[src/rtl/network_rx_arbiter.sv]
// ---------------------------------------------------------------------------
// network_rx_arbiter
//
// Shares one downstream input path between two network receive ports. Each
// port ends in a show-ahead packet buffer. The arbiter grants a port that
// holds a complete packet and forwards that packet word by word, together
// with the packet's receive timestamp and source port id. Malformed first
// words and packets that stall past a cycle budget are discarded or
// terminated, so one bad port cannot lock the shared path.
//
// Configuration macro:
//   ARB_P0_PRIORITY_EN  defined   -> port 0 always wins when it holds a packet
//                       undefined -> round-robin between the two ports
//
// Parameters:
//   TIMEOUT_CYCLES  cycles allowed in TRANS for one packet (11-bit counter)
//
// Ports:
//   clk_sys, reset_n            clock, asynchronous active-low reset
//   iv_pX_data                  buffer head word; bit 8 marks first/last word
//   i_pX_empty                  buffer empty
//   i_pX_pkt_avail              buffer holds at least one complete packet
//   iv_pX_rec_ts                receive timestamp of the packet at the head
//   o_pX_rd                     show-ahead pop strobe (combinational)
//   i_out_stall                 downstream backpressure
//   ov_data, o_data_wr          forwarded word and its valid
//   ov_rec_ts, o_port_id        timestamp and source port of current packet
//   o_timeout_pulse             one-cycle pulse on a timeout abort
//   o_format_err_pulse          one-cycle pulse on a first word without bit 8
//   ov_arb_state                current state (0 IDLE,1 TRANS,2 DRAIN,3 CLOSE)
// ---------------------------------------------------------------------------
module network_rx_arbiter #(
    parameter int unsigned TIMEOUT_CYCLES = 2047
) (
    input  logic        clk_sys,
    input  logic        reset_n,
    input  logic [8:0]  iv_p0_data,
    input  logic        i_p0_empty,
    input  logic        i_p0_pkt_avail,
    input  logic [18:0] iv_p0_rec_ts,
    output logic        o_p0_rd,
    input  logic [8:0]  iv_p1_data,
    input  logic        i_p1_empty,
    input  logic        i_p1_pkt_avail,
    input  logic [18:0] iv_p1_rec_ts,
    output logic        o_p1_rd,
    input  logic        i_out_stall,
    output logic [8:0]  ov_data,
    output logic        o_data_wr,
    output logic [18:0] ov_rec_ts,
    output logic        o_port_id,
    output logic        o_timeout_pulse,
    output logic        o_format_err_pulse,
    output logic [1:0]  ov_arb_state
);

    typedef enum logic [1:0] {
        ST_IDLE  = 2'd0,
        ST_TRANS = 2'd1,
        ST_DRAIN = 2'd2,
        ST_CLOSE = 2'd3
    } arb_state_e;

    localparam logic [10:0] CYC_LAST = 11'(TIMEOUT_CYCLES - 1);
    localparam logic [10:0] CNT_MAX  = 11'h7FF;

    arb_state_e  state_q, state_d;
    logic        grant_q, grant_d;
    logic        last_grant_q, last_grant_d;
    logic [10:0] word_cnt_q, word_cnt_d;
    logic [10:0] cyc_cnt_q, cyc_cnt_d;
    logic [8:0]  data_q, data_d;
    logic        data_wr_q, data_wr_d;
    logic [18:0] rec_ts_q, rec_ts_d;
    logic        port_id_q, port_id_d;
    logic        timeout_q, timeout_d;
    logic        fmt_err_q, fmt_err_d;

    logic        sel_empty_s;
    logic [8:0]  sel_data_s;
    logic [18:0] sel_ts_s;
    logic        pick_s;
    logic        rd_s;

    // Mux the granted port's buffer head onto common signals.
    always_comb begin
        if (grant_q) begin
            sel_empty_s = i_p1_empty;
            sel_data_s  = iv_p1_data;
            sel_ts_s    = iv_p1_rec_ts;
        end else begin
            sel_empty_s = i_p0_empty;
            sel_data_s  = iv_p0_data;
            sel_ts_s    = iv_p0_rec_ts;
        end
    end

    // Choose which port to grant when leaving IDLE.
    always_comb begin
`ifdef ARB_P0_PRIORITY_EN
        if (i_p0_pkt_avail) begin
            pick_s = 1'b0;
        end else begin
            pick_s = 1'b1;
        end
`else
        // With both ports ready, the port that did not finish last wins.
        if (i_p0_pkt_avail && i_p1_pkt_avail) begin
            pick_s = ~last_grant_q;
        end else if (i_p0_pkt_avail) begin
            pick_s = 1'b0;
        end else begin
            pick_s = 1'b1;
        end
`endif
    end

    // Next-state, read strobe and output-register next values.
    always_comb begin
        state_d      = state_q;
        grant_d      = grant_q;
        last_grant_d = last_grant_q;
        word_cnt_d   = word_cnt_q;
        cyc_cnt_d    = cyc_cnt_q;
        data_d       = data_q;
        data_wr_d    = 1'b0;
        rec_ts_d     = rec_ts_q;
        port_id_d    = port_id_q;
        timeout_d    = 1'b0;
        fmt_err_d    = 1'b0;
        rd_s         = 1'b0;
        case (state_q)
            ST_IDLE: begin
                if (i_p0_pkt_avail || i_p1_pkt_avail) begin
                    grant_d    = pick_s;
                    word_cnt_d = 11'd0;
                    cyc_cnt_d  = 11'd0;
                    state_d    = ST_TRANS;
                end else begin
                    state_d    = ST_IDLE;
                end
            end
            ST_TRANS: begin
                rd_s      = ~sel_empty_s & ~i_out_stall;
                cyc_cnt_d = cyc_cnt_q + 11'd1;
                if (rd_s && (word_cnt_q == 11'd0) && !sel_data_s[8]) begin
                    // Head is not a packet start: drop it and resynchronise.
                    fmt_err_d = 1'b1;
                    state_d   = ST_DRAIN;
                end else if (rd_s && (word_cnt_q != 11'd0) && sel_data_s[8]) begin
                    // End word: an end word read in the last budget cycle
                    // still completes the packet normally.
                    data_d       = sel_data_s;
                    data_wr_d    = 1'b1;
                    last_grant_d = grant_q;
                    state_d      = ST_IDLE;
                end else begin
                    if (rd_s) begin
                        data_d    = sel_data_s;
                        data_wr_d = 1'b1;
                        if (word_cnt_q == 11'd0) begin
                            rec_ts_d  = sel_ts_s;
                            port_id_d = grant_q;
                        end else begin
                            rec_ts_d  = rec_ts_q;
                            port_id_d = port_id_q;
                        end
                        if (word_cnt_q != CNT_MAX) begin
                            word_cnt_d = word_cnt_q + 11'd1;
                        end else begin
                            word_cnt_d = word_cnt_q;
                        end
                    end else begin
                        data_d = data_q;
                    end
                    if (cyc_cnt_q == CYC_LAST) begin
                        timeout_d = 1'b1;
                        state_d   = ST_CLOSE;
                    end else begin
                        state_d   = ST_TRANS;
                    end
                end
            end
            ST_CLOSE: begin
                // Synthetic last word so downstream sees a terminated packet.
                if (!i_out_stall) begin
                    data_d    = {1'b1, 8'h00};
                    data_wr_d = 1'b1;
                    state_d   = ST_DRAIN;
                end else begin
                    state_d   = ST_CLOSE;
                end
            end
            ST_DRAIN: begin
                // Discarding ignores backpressure: nothing goes downstream.
                rd_s = ~sel_empty_s;
                if (rd_s && sel_data_s[8]) begin
                    last_grant_d = grant_q;
                    state_d      = ST_IDLE;
                end else begin
                    state_d      = ST_DRAIN;
                end
            end
            default: begin
                state_d = ST_IDLE;
            end
        endcase
    end

    // State and output registers.
    always_ff @(posedge clk_sys or negedge reset_n) begin
        if (!reset_n) begin
            state_q      <= ST_IDLE;
            grant_q      <= 1'b0;
            last_grant_q <= 1'b1;
            word_cnt_q   <= 11'd0;
            cyc_cnt_q    <= 11'd0;
            data_q       <= 9'd0;
            data_wr_q    <= 1'b0;
            rec_ts_q     <= 19'd0;
            port_id_q    <= 1'b0;
            timeout_q    <= 1'b0;
            fmt_err_q    <= 1'b0;
        end else begin
            state_q      <= state_d;
            grant_q      <= grant_d;
            last_grant_q <= last_grant_d;
            word_cnt_q   <= word_cnt_d;
            cyc_cnt_q    <= cyc_cnt_d;
            data_q       <= data_d;
            data_wr_q    <= data_wr_d;
            rec_ts_q     <= rec_ts_d;
            port_id_q    <= port_id_d;
            timeout_q    <= timeout_d;
            fmt_err_q    <= fmt_err_d;
        end
    end

    assign o_p0_rd            = rd_s & ~grant_q;
    assign o_p1_rd            = rd_s & grant_q;
    assign ov_data            = data_q;
    assign o_data_wr          = data_wr_q;
    assign ov_rec_ts          = rec_ts_q;
    assign o_port_id          = port_id_q;
    assign o_timeout_pulse    = timeout_q;
    assign o_format_err_pulse = fmt_err_q;
    assign ov_arb_state       = state_q;

endmodule

[config.mk]
export PLATFORM = sky130hd
export DESIGN_NAME = network_rx_arbiter
export DESIGN_NICKNAME = d
export VERILOG_FILES = /design/src/rtl/network_rx_arbiter.sv
export SDC_FILE = /design/constraint.sdc
export NUM_CORES = 1
export LEC_CHECK = 0
export CELL_PAD_IN_SITES_DETAIL_PLACEMENT = 1
export CELL_PAD_IN_SITES_GLOBAL_PLACEMENT = 1
export CORE_AREA = 4 4 101 103
export DETAILED_ROUTE_END_ITERATION = 12
export DIE_AREA = 0 0 105 107
export MAX_ROUTING_LAYER = met4
export PLACE_DENSITY = 0.89
export RECOVER_POWER = 100
export SLEW_MARGIN = 20
export SYNTH_ARGS = -nofsm -noshare
export SYNTH_HDL_FRONTEND = slang
export SYNTH_SLANG_ARGS = --single-unit
[constraint.sdc]
create_clock -name clk_sys -period 3.2 [get_ports clk_sys]
set_input_delay 0.64 -clock clk_sys [delete_from_list [all_inputs] [get_ports clk_sys]]
set_output_delay 0.64 -clock clk_sys [all_outputs]
set_load 0.01 [all_outputs]
**Word level (Yosys, flattened, before mapping)**

Cells that the tools add are included.
W data, S select, Z words.

- $add $sub $neg: 2
- Equality and inequality tests: 14
- Mux-type cells: 40
- Bitwise logic cells: 9
- Reduce and logical (&&, ||, !) cells: 20

Operator list:

| operator | count |
|---|---|
| $mux W11 | 5 |
| $mux W9 | 5 |
| $pmux W11 S2 | 2 |
| $add A11 B1 Y11 const B | 2 |
| $mux W19 | 1 |
| $mux W1 | 18 |
| $pmux W9 S2 | 1 |
| $ne A2 B2 Y1 const B | 8 |
| $eq A11 B11 Y1 const B | 1 |
| $logic_not A11 Y1 | 1 |
| $ne A11 B11 Y1 const B | 1 |
| $reduce_bool A11 Y1 | 1 |
| $mux W2 | 4 |
| $pmux W2 S4 | 1 |
| $reduce_and A4 Y1 | 2 |
| $logic_and A1 B1 Y1 | 6 |
| $not A1 Y1 | 6 |
| $pmux W1 S2 | 3 |
| $reduce_and A6 Y1 | 1 |
| $reduce_bool A2 Y1 | 3 |
| $reduce_and A5 Y1 | 1 |
| $eq A2 B2 Y1 const B | 2 |
| $reduce_and A2 Y1 | 2 |
| $and A1 B1 Y1 | 3 |
| other kinds (5) | 5 |

- Register bits: 58

**Longest topological paths before layout**

Gate-level depths: netlist of run 1.

- Word-level depth: 8
- Gate-level depth with buffers: 9

**Least setup slack after synthesis of run 1**

No wires, ideal clock.

- Path kind: register to register
- From: reg word_cnt_q[0]
- To: reg word_cnt_q[3]
- Setup time: 121 ps
- Arrival time: 2124 ps
- Required time: 3079 ps
- Setup slack: 955 ps
- Stages on the path, launching flop included: 8
- Clock period less this slack: 2245 ps
- Path through: dfrtp_1 -> inv_1 -> ha_1 -> or4b_4 -> o41ai_2 -> a31oi_1 -> or3_1 -> a22o_1

- Word-level cells in the longest chain between the ends: 6

Ends and longest elaborated chain:

| element | line | source |
|---|---|---|
| from (decl) | 70 | `logic [10:0] word_cnt_q, word_cnt_d;` |
| from (signal assigned) | 228 | `word_cnt_q <= word_cnt_d;` |
| $add A11 B1 Y11 | 169 | `word_cnt_d = word_cnt_q + 11'd1;` |
| $mux W11 | 168 | `if (word_cnt_q != CNT_MAX) begin` |
| $mux W11 | 158 | `if (rd_s) begin` |
| $mux W11 | 150 | `end else if (rd_s && (word_cnt_q != 11'd0) && sel_data_s[8]) begin` |
| $mux W11 | 146 | `if (rd_s && (word_cnt_q == 11'd0) && !sel_data_s[8]) begin` |
| $pmux W11 S2 | 132 | `case (state_q)` |

Several ways; a longest one is shown, not always the timed one. The select of a mux whose other input is x is not followed.
A chain may end at the register's enable or synchronous reset.

**Worst setup path in the final report of run 1**

- From: reg grant_q
- To: out o_p0_rd

- Word-level cells in the longest chain between the ends: 5

Ends and longest elaborated chain:

| element | line | source |
|---|---|---|
| from (decl) | 68 | `logic grant_q, grant_d;` |
| from (signal assigned) | 226 | `grant_q <= grant_d;` |
| $mux W1 | 87 | `if (grant_q) begin` |
| $not A1 Y1 | 144, 196 |  |
| $and A1 B1 Y1 | 144 | `rd_s = ~sel_empty_s & ~i_out_stall;` |
| $pmux W1 S2 | 132 |  |
| $and A1 B1 Y1 (*) | 239 | `assign o_p0_rd = rd_s & ~grant_q;` |
| to (decl) | 41 | `output logic o_p0_rd,` |

Every way passes the cells marked *; elsewhere a longest branch is shown, timed or not.

==> impl_metrics.prom, run 1 <==
# TYPE chip_impl_metric gauge
chip_impl_info{name="run_status",value="complete, but fails checks"} 1
chip_impl_info{name="violations",value="max-capacitance violations, max-slew violations"} 1
chip_impl_metric{name="worst_path_max_stage_delay",unit="ns"} 0.61
chip_impl_metric{name="grt_overflow",unit=""} 0
chip_impl_metric{name="antenna_found_initial",unit=""} 0
chip_impl_metric{name="cts-htree-levels",unit=""} 3
chip_impl_metric{name="postLayoutSetupSlackWorst",unit="ns"} 0.214
chip_impl_info{name="rsz0062_at_grt",value="false"} 1
chip_impl_metric{name="core_box_area",unit="mm^2"} 0.00920
chip_impl_metric{name="timing.fmax",unit="MHz"} 335
chip_impl_metric{name="synth_enable_flop_cells",unit=""} 0
chip_impl_metric{name="power.switching_fraction",unit="%"} 38.6
chip_impl_metric{name="clk_transition_reported_paths",unit="ns"} 0.08
chip_impl_metric{name="die_y",unit="um"} 107
chip_impl_metric{name="mappedNetlistNets",unit=""} 399
chip_impl_info{name="cp_slowest_cell",value="dfrtp_2"} 1
chip_impl_metric{name="r2r.worst_path.cells",unit=""} 8
chip_impl_info{name="reg2reg_from",value="word_cnt_q[0]"} 1
chip_impl_metric{name="seq_power_share",unit="%"} 33.1
chip_impl_metric{name="first_pass_grt_wire_length",unit="um"} 16800
chip_impl_metric{name="crit_required",unit="ns"} 2.56
chip_impl_metric{name="clockBufferDepth",unit=""} 2
chip_impl_metric{name="hold_viol",unit=""} 0
chip_impl_metric{name="placement.setup.worst_slack",unit="ns"} 0.249
chip_impl_metric{name="ys.warnings.count",unit=""} 0
chip_impl_metric{name="ioPinCount",unit=""} 99
chip_impl_metric{name="die_w",unit="um"} 105
chip_impl_metric{name="routed_wl",unit="um"} 10400
chip_impl_metric{name="power.share.combinational",unit="%"} 44.4
chip_impl_info{name="endpoint_class_of_the_critical_path",value="primary output"} 1
chip_impl_metric{name="hpwl_detailed",unit="um"} 7690
chip_impl_metric{name="slew_viol_final",unit=""} 33
chip_impl_metric{name="grt_start_max_net_pins",unit=""} 41
chip_impl_metric{name="tritoncts.num_buffers",unit=""} 9
chip_impl_metric{name="max_cap_violations",unit=""} 1
chip_impl_metric{name="initial_utilization",unit="%"} 34.5
chip_impl_info{name="timing_worst_setup_path_type",value="reg2out"} 1
chip_impl_metric{name="cts_hold_buffers",unit=""} 0
chip_impl_metric{name="worst-path-stages",unit=""} 4
chip_impl_metric{name="clkPwrFrac",unit="%"} 22.5
chip_impl_metric{name="grt_pass1_vias",unit=""} 3327
chip_impl_info{name="root_buffer_cell",value="clkbuf_8"} 1
chip_impl_metric{name="finalWeightedCongestion",unit=""} 0.825
chip_impl_metric{name="synthCells",unit=""} 328
chip_impl_metric{name="finalWorstPathRequiredPeriod",unit="ns"} 2.99
chip_impl_metric{name="clock_latency",unit="ns"} 0.35
chip_impl_metric{name="route.detailed.wl_per_inst",unit="um"} 19.1
chip_impl_metric{name="syn-mean-instance-area",unit="um^2"} 9.68
chip_impl_metric{name="slew_headroom",unit="%"} -12.6
chip_impl_metric{name="drive_above_1_share",unit="%"} 9.03
chip_impl_metric{name="portBuffers",unit=""} 98
chip_impl_metric{name="finalNetCount",unit=""} 498
chip_impl_info{name="cpLargestDelayFamily",value="flip-flops"} 1
chip_impl_metric{name="track_usage",unit="%"} 19.2
chip_impl_metric{name="clkSinkCount",unit=""} 58
chip_impl_metric{name="critPathArrivalTime",unit="ns"} 2.35
chip_impl_metric{name="floorplan.die_area",unit="mm^2"} 0.0112
chip_impl_metric{name="least_margin_pin_slew",unit="ns"} 1.69
chip_impl_metric{name="clock-skew-final",unit="ns"} 0.0127
chip_impl_metric{name="vias",unit=""} 2975
chip_impl_metric{name="dr.first_iter.drc_count",unit=""} 99
chip_impl_metric{name="cts.repair_timing.setup_buffer_count",unit=""} 0
chip_impl_info{name="crit_end",value="o_p0_rd"} 1
chip_impl_metric{name="power_density",unit="mW/mm^2"} 766
chip_impl_metric{name="antenna_left",unit=""} 0
chip_impl_info{name="critical_path.reg2reg.endpoint",value="word_cnt_q[6]"} 1
chip_impl_metric{name="synth_seq_cells",unit=""} 58
chip_impl_metric{name="critical_path_buf_inv_count",unit=""} 1
chip_impl_metric{name="layout-area-overhead-vs-synth",unit="%"} 41.2
chip_impl_metric{name="switchingPower",unit="uW"} 1330
chip_impl_metric{name="core.rowCount",unit=""} 35
chip_impl_metric{name="final.setup.tns",unit="ns"} 0
chip_impl_info{name="synthFlopType",value="dfrtp_1"} 1
chip_impl_metric{name="leakagePower",unit="uW"} 0.00197
chip_impl_info{name="critical_path.startpoint",value="grant_q"} 1
chip_impl_metric{name="via_per_inst",unit=""} 5.48
chip_impl_metric{name="drt_pass1_iterations",unit=""} 4
chip_impl_metric{name="sequential_to_total_area_share_from_yosys_stat",unit="%"} 45.7
chip_impl_metric{name="setup_viol",unit=""} 0
chip_impl_info{name="hp-class",value="in2async"} 1
chip_impl_metric{name="antenna-diode-count",unit=""} 0
chip_impl_metric{name="async_set_reset_flop_share_out_of_synthesis",unit="%"} 100
chip_impl_metric{name="timing.critical_path.fanout_max",unit=""} 14
chip_impl_metric{name="post-route-period-util",unit="%"} 93.3
chip_impl_metric{name="p_int",unit="uW"} 2110
chip_impl_metric{name="power.ir.vdd_worst",unit="uV"} 331
chip_impl_metric{name="drc",unit=""} 0
chip_impl_metric{name="synth_cell_type_count",unit=""} 47
chip_impl_info{name="path_cells",value="mux2i_1 -> o211ai_1 -> nor2_1 -> clkdlybuf4s50_1"} 1
chip_impl_metric{name="cts_repair_resize_count",unit=""} 0
chip_impl_metric{name="reg2reg_slack",unit="ns"} 0.26
chip_impl_info{name="start_kind",value="flop"} 1
chip_impl_info{name="cts_tree",value="done"} 1
chip_impl_metric{name="post_synth_instance_area",unit="mm^2"} 0.00318
==> synthesized netlist by cell type (3+ instances only) <==
cell type	count	share of area, %
a21o_1	4	0.95
a21oi_1	6	0.95
a22o_1	3	0.83
a22oi_1	9	2.1
a31oi_1	7	1.4
and2_1	5	0.99
and3_1	3	0.59
buf_2	3	0.47
clkbuf_1	13	1.5
dfrtp_1	57	45
ha_1	8	3.2
inv_1	17	2.0
mux2_2	9	3.2
mux2i_1	23	7.2
nand2_1	40	4.7
nand3_1	15	2.4
nand4_1	5	0.99
nor2_1	16	1.9
nor2b_1	4	0.79
nor3_1	3	0.47
o21ai_0	27	4.3
o221ai_1	4	1.1
o2bb2ai_1	8	2.2
or3_1	5	0.99
xnor2_1	3	0.83
xor2_1	4	1.1
==> cell usage in the layout, fill, tap and decap left out, drive strengths merged, types with 9 or more instances in the layout <==
| cell type | count |
|---|---|
| nand2 | 40 |
| inv | 17 |
| nand3 | 15 |
| o21ai | 28 |
| mux2i | 23 |
| dlygate4sd3 | 35 |
| a22oi | 9 |
| mux2 | 9 |
| clkdlybuf4s50 | 62 |
| nor2 | 16 |
| dfrtp | 57 |
| clkbuf | 16 |
==> flip-flops by register name, summed over array words and instances, names as in the netlist <==
name	cells
ov_rec_ts	19
cyc_cnt_q	11
word_cnt_q	11
ov_data	9
ov_arb_state	2
grant_q	1
last_grant_q	1
o_data_wr	1
o_format_err_pulse	1
o_port_id	1
o_timeout_pulse	1
==> logic make-up (layout without fill, tap and decap cells) <==
family | Yosys count | after routing | synth area share (%)
AND/OR/NAND/NOR | 108 | 108 | 17.4
AO/OA/AOI/OAI | 80 | 80 | 17.1
flip-flops | 58 | 58 | 45.7
buffers and inverters | 35 | 139 | 4.29
multiplexers | 32 | 32 | 10.4
adder cells (fa/ha/maj) | 8 | 8 | 3.15
XOR/XNOR | 7 | 7 | 1.93
==> worst register-to-register path, cell delays in order, from the launching register on <==
cell and delay (ns):
dfrtp_1 0.47, inv_1 0.09, ha_1 0.15, or4b_1 0.54
nor4_4 0.47, mux2i_1 0.24, clkbuf_1 0.44, nand2_1 0.23
o221ai_1 0.21
==> power groups by stage <==
stage               clock network [uW]  registers [uW]  logic [uW]
floorplan                            0            1150         878
global placement                     0            1130        1490
detailed placement                   0            1160        1580
CTS                                782            1140        1600
global route                       817            1170        1680
finish                             773            1140        1520
==> through the flow <==
stage | power (uW) | cell area (um^2) | util [%] | hold slack (ns) | std cells
final | 3430 | 4480 | 48.8 | 0.235 | 543
after CTS | 3530 | 4500 | 48.9 | 0.134 | 543
after global placement | 2620 | 4280 | 46.5 | 0.461 | 527
after global routing | 3670 | 4480 | 48.8 | 0.281 | 543
after floorplan | 2030 | 3180 | - | 0.344 | 328
after detailed placement | 2730 | 4280 | 46.5 | 0.473 | 527
==> layer usage <==
layer	share of wire (%)	global-route usage, %
met5	0	-
met4	1.6	6.47
met3	5.0	4.39
met2	55	34.9
met1	39	20.6
==> final cells by class <==
| cell class | instances | area [um^2] |
|---|---|---|
| Clock buffer | 11 | 141 |
| Multi-Input combinational cell | 235 | 1590 |
| Inverter | 17 | 63.8 |
| Sequential cell | 58 | 1450 |
| Tap cell | 111 | 139 |
| Clock inverter | 5 | 77.6 |
| Timing Repair Buffer | 106 | 1020 |
| Fill cell | 1061 | 4710 |
==> worst min path at each step <==
stage,start,end,slack (ns),depth (start not counted)
finish,reset_n,word_cnt_q[6],0.24,1
global route,reset_n,word_cnt_q[6],0.28,1
CTS,reset_n,word_cnt_q[6],0.13,1
detailed placement,ov_rec_ts[4],ov_rec_ts[4],0.47,2
global placement,ov_rec_ts[7],ov_rec_ts[7],0.46,2
floorplan,reset_n,cyc_cnt_q[0],0.34,0
(Power assumes the default switching activity.)
==> inputs of run 2 (changes only) <==
--- a/config.mk
+++ b/config.mk
@@ -7,9 +7,9 @@
 export LEC_CHECK = 0
 export CELL_PAD_IN_SITES_DETAIL_PLACEMENT = 1
 export CELL_PAD_IN_SITES_GLOBAL_PLACEMENT = 1
-export CORE_AREA = 4 4 101 103
+export CORE_AREA = 2 2 99 101
 export DETAILED_ROUTE_END_ITERATION = 12
-export DIE_AREA = 0 0 105 107
+export DIE_AREA = 0 0 101 103
 export MAX_ROUTING_LAYER = met4
 export PLACE_DENSITY = 0.89
 export RECOVER_POWER = 100
==> run 2 against run 1 <==
The run now ends clean; die area shrank 7.4%; count of clock-buffer cells in the layout rose by 1; utilization shrank 1.8 points; first-iteration DRC count down 4.0%; non-clock buffer count unchanged; combinational power is essentially flat; sequential share of layout area is 0.27 points higher; sequential power hardly changed; final cell count is 0.55% higher; clock power down 16%; critical endpoint is now o_p1_rd; highest routed layer unchanged.
==> impl_metrics.prom, run 2 (synthesis results as in run 1) <==
# TYPE chip_impl_metric gauge
chip_impl_metric{name="leakagePower",unit="uW"} 0.00195
chip_impl_metric{name="finalWorstPathRequiredPeriod",unit="ns"} 3.03
chip_impl_metric{name="drc",unit=""} 0
chip_impl_metric{name="route.detailed.wl_per_inst",unit="um"} 18.0
chip_impl_metric{name="flip_flop_count_of_the_largest_register_all_copies_and_words_added",unit=""} 19
chip_impl_metric{name="reg2reg_slack",unit="ns"} 0.37
chip_impl_info{name="mostFrequentLayoutCells",value="clkdlybuf4s50_1 (61), dfrtp_1 (56), nand2_1 (40)"} 1
chip_impl_metric{name="finish.utilization",unit="%"} 47.0
chip_impl_metric{name="crit_required",unit="ns"} 2.56
chip_impl_metric{name="portBuffers",unit=""} 98
chip_impl_metric{name="antenna-diode-count",unit=""} 0
chip_impl_info{name="start_kind",value="input pin"} 1
chip_impl_metric{name="hold_viol",unit=""} 0
chip_impl_metric{name="layout-area-overhead-vs-synth",unit="%"} 40.0
chip_impl_metric{name="cts.repair_timing.setup_buffer_count",unit=""} 0
chip_impl_metric{name="tritoncts.num_buffers",unit=""} 9
chip_impl_info{name="run_status",value="finished, final reports clean"} 1
chip_impl_metric{name="core_box_area",unit="mm^2"} 0.00946
chip_impl_info{name="reg2reg_from",value="word_cnt_q[0]"} 1
chip_impl_metric{name="post-route-period-util",unit="%"} 94.5
chip_impl_metric{name="finish.instance_area",unit="mm^2"} 0.00445
chip_impl_metric{name="vias",unit=""} 2992
chip_impl_metric{name="least_margin_pin_slew",unit="ns"} 1.27
chip_impl_metric{name="ioPinCount",unit=""} 99
chip_impl_info{name="hp-class",value="reg2reg"} 1
chip_impl_metric{name="power.ir.vdd_worst",unit="uV"} 359
chip_impl_metric{name="antenna_left",unit=""} 0
chip_impl_metric{name="first_pass_grt_wire_length",unit="um"} 15900
chip_impl_info{name="critical_path.reg2reg.endpoint",value="word_cnt_q[5]"} 1
chip_impl_metric{name="floorplan.die_area",unit="mm^2"} 0.0104
chip_impl_metric{name="clockBufferDepth",unit=""} 2
chip_impl_metric{name="die_w",unit="um"} 101
chip_impl_info{name="critical_path.startpoint",value="i_p0_empty"} 1
chip_impl_metric{name="timing.critical_path.fanout_max",unit=""} 5
chip_impl_metric{name="max_cap_violations",unit=""} 0
chip_impl_info{name="cts_tree",value="done"} 1
chip_impl_metric{name="finalNetCount",unit=""} 498
chip_impl_info{name="rsz0062_at_grt",value="false"} 1
chip_impl_metric{name="critPathArrivalTime",unit="ns"} 2.39
chip_impl_metric{name="clock-skew-final",unit="ns"} 0.00646
chip_impl_metric{name="grt_pass1_vias",unit=""} 3220
chip_impl_metric{name="final.fill_count",unit=""} 1106
chip_impl_info{name="crit_end",value="o_p1_rd"} 1
chip_impl_metric{name="routed_wl",unit="um"} 9830
chip_impl_metric{name="grt_overflow",unit=""} 0
chip_impl_metric{name="drive_above_1_share",unit="%"} 8.80
chip_impl_metric{name="final.setup.tns",unit="ns"} 0
chip_impl_metric{name="track_usage",unit="%"} 20.1
chip_impl_metric{name="dr.first_iter.drc_count",unit=""} 95
chip_impl_metric{name="core.rowCount",unit=""} 36
chip_impl_metric{name="power_density",unit="mW/mm^2"} 740
chip_impl_metric{name="slew_viol_final",unit=""} 0
chip_impl_info{name="endpoint_class_of_the_critical_path",value="primary output"} 1
chip_impl_metric{name="die_y",unit="um"} 103
chip_impl_metric{name="grt_start_max_net_pins",unit=""} 41
chip_impl_metric{name="cts_hold_buffers",unit=""} 0
chip_impl_metric{name="initial_utilization",unit="%"} 33.6
chip_impl_metric{name="hpwl_detailed",unit="um"} 7410
chip_impl_metric{name="setup_viol",unit=""} 0
chip_impl_metric{name="via_per_inst",unit=""} 5.48
chip_impl_metric{name="clk_transition_reported_paths",unit="ns"} 0.07
chip_impl_metric{name="clkSinkCount",unit=""} 58
chip_impl_metric{name="cts-htree-levels",unit=""} 3
chip_impl_metric{name="drt_pass1_iterations",unit=""} 4
chip_impl_info{name="root_buffer_cell",value="clkbuf_8"} 1
chip_impl_metric{name="dpl-instance-area",unit="mm^2"} 0.00428
chip_impl_metric{name="clock_latency",unit="ns"} 0.34
chip_impl_metric{name="r2r.worst_path.cells",unit=""} 8
chip_impl_metric{name="antenna_found_initial",unit=""} 0
chip_impl_metric{name="slew_headroom",unit="%"} 15.5
chip_impl_info{name="mostFrequentLayoutCell",value="clkdlybuf4s50_1"} 1
chip_impl_metric{name="cts_repair_resize_count",unit=""} 0
chip_impl_metric{name="finalWeightedCongestion",unit=""} 0.826
chip_impl_metric{name="timing.fmax",unit="MHz"} 331
chip_impl_info{name="timing_worst_setup_path_type",value="in2out"} 1
[run 2: through the flow]
step           hold slack [ns]  setup WS [ns]  instances  power, uW
2_1_floorplan            0.344          0.955        328       2030
3_3_place_gp             0.460          0.310        530       2620
3_5_place_dp             0.480          0.259        530       2740
4_1_cts                  0.286          0.224        546       3410
5_1_grt                  0.522         0.0925        546       3530
6_report                 0.483          0.175        546       3290
[run 2: critical path, cell delays in order]
cell	delay, ns
clkdlybuf4s50_1	0.43
mux2i_1	0.32
o211ai_1	0.24
nor2_1	0.14
dlygate4sd3_1	0.62
[run 2: worst min path at each step]
stage / start / to / cells after the start
2_1_floorplan: reset_n / cyc_cnt_q[0] / 0
3_3_place_gp: ov_rec_ts[5] / ov_rec_ts[5] / 2
3_5_place_dp: ov_rec_ts[9] / ov_rec_ts[9] / 2
4_1_cts: reset_n / word_cnt_q[6] / 1
5_1_grt: ov_rec_ts[10] / ov_rec_ts[10] / 2
6_report: ov_rec_ts[9] / ov_rec_ts[9] / 2
[run 2: report_power, final]
group          leakage [uW]  internal, uW  switching [uW]  total (uW)
Combinational       0.00113           701             812        1510
Clock             0.0000944           341             304         646
Sequential         0.000729           944             186        1130
Total               0.00195          1990            1300        3290
[run 2: area by class of cell]
type	count	area [um^2]	share of cell area, %
Clock inverter	4	25.0	0.563
Multi-Input combinational cell	235	1580	35.4
Inverter	17	63.8	1.44
Clock buffer	12	165	3.71
Sequential cell	58	1450	32.7
Tap cell	114	143	3.21
Timing Repair Buffer	106	1020	23.0
[run 2: routing by layer]
metal	wire length, um	vias to the layer above	GRT usage, %
met3	525	15	5.22
li1	-	1380	-
met2	5330	90	36.1
met5	0	-	-
met1	3820	1507	22.2
met4	156	0	5.51
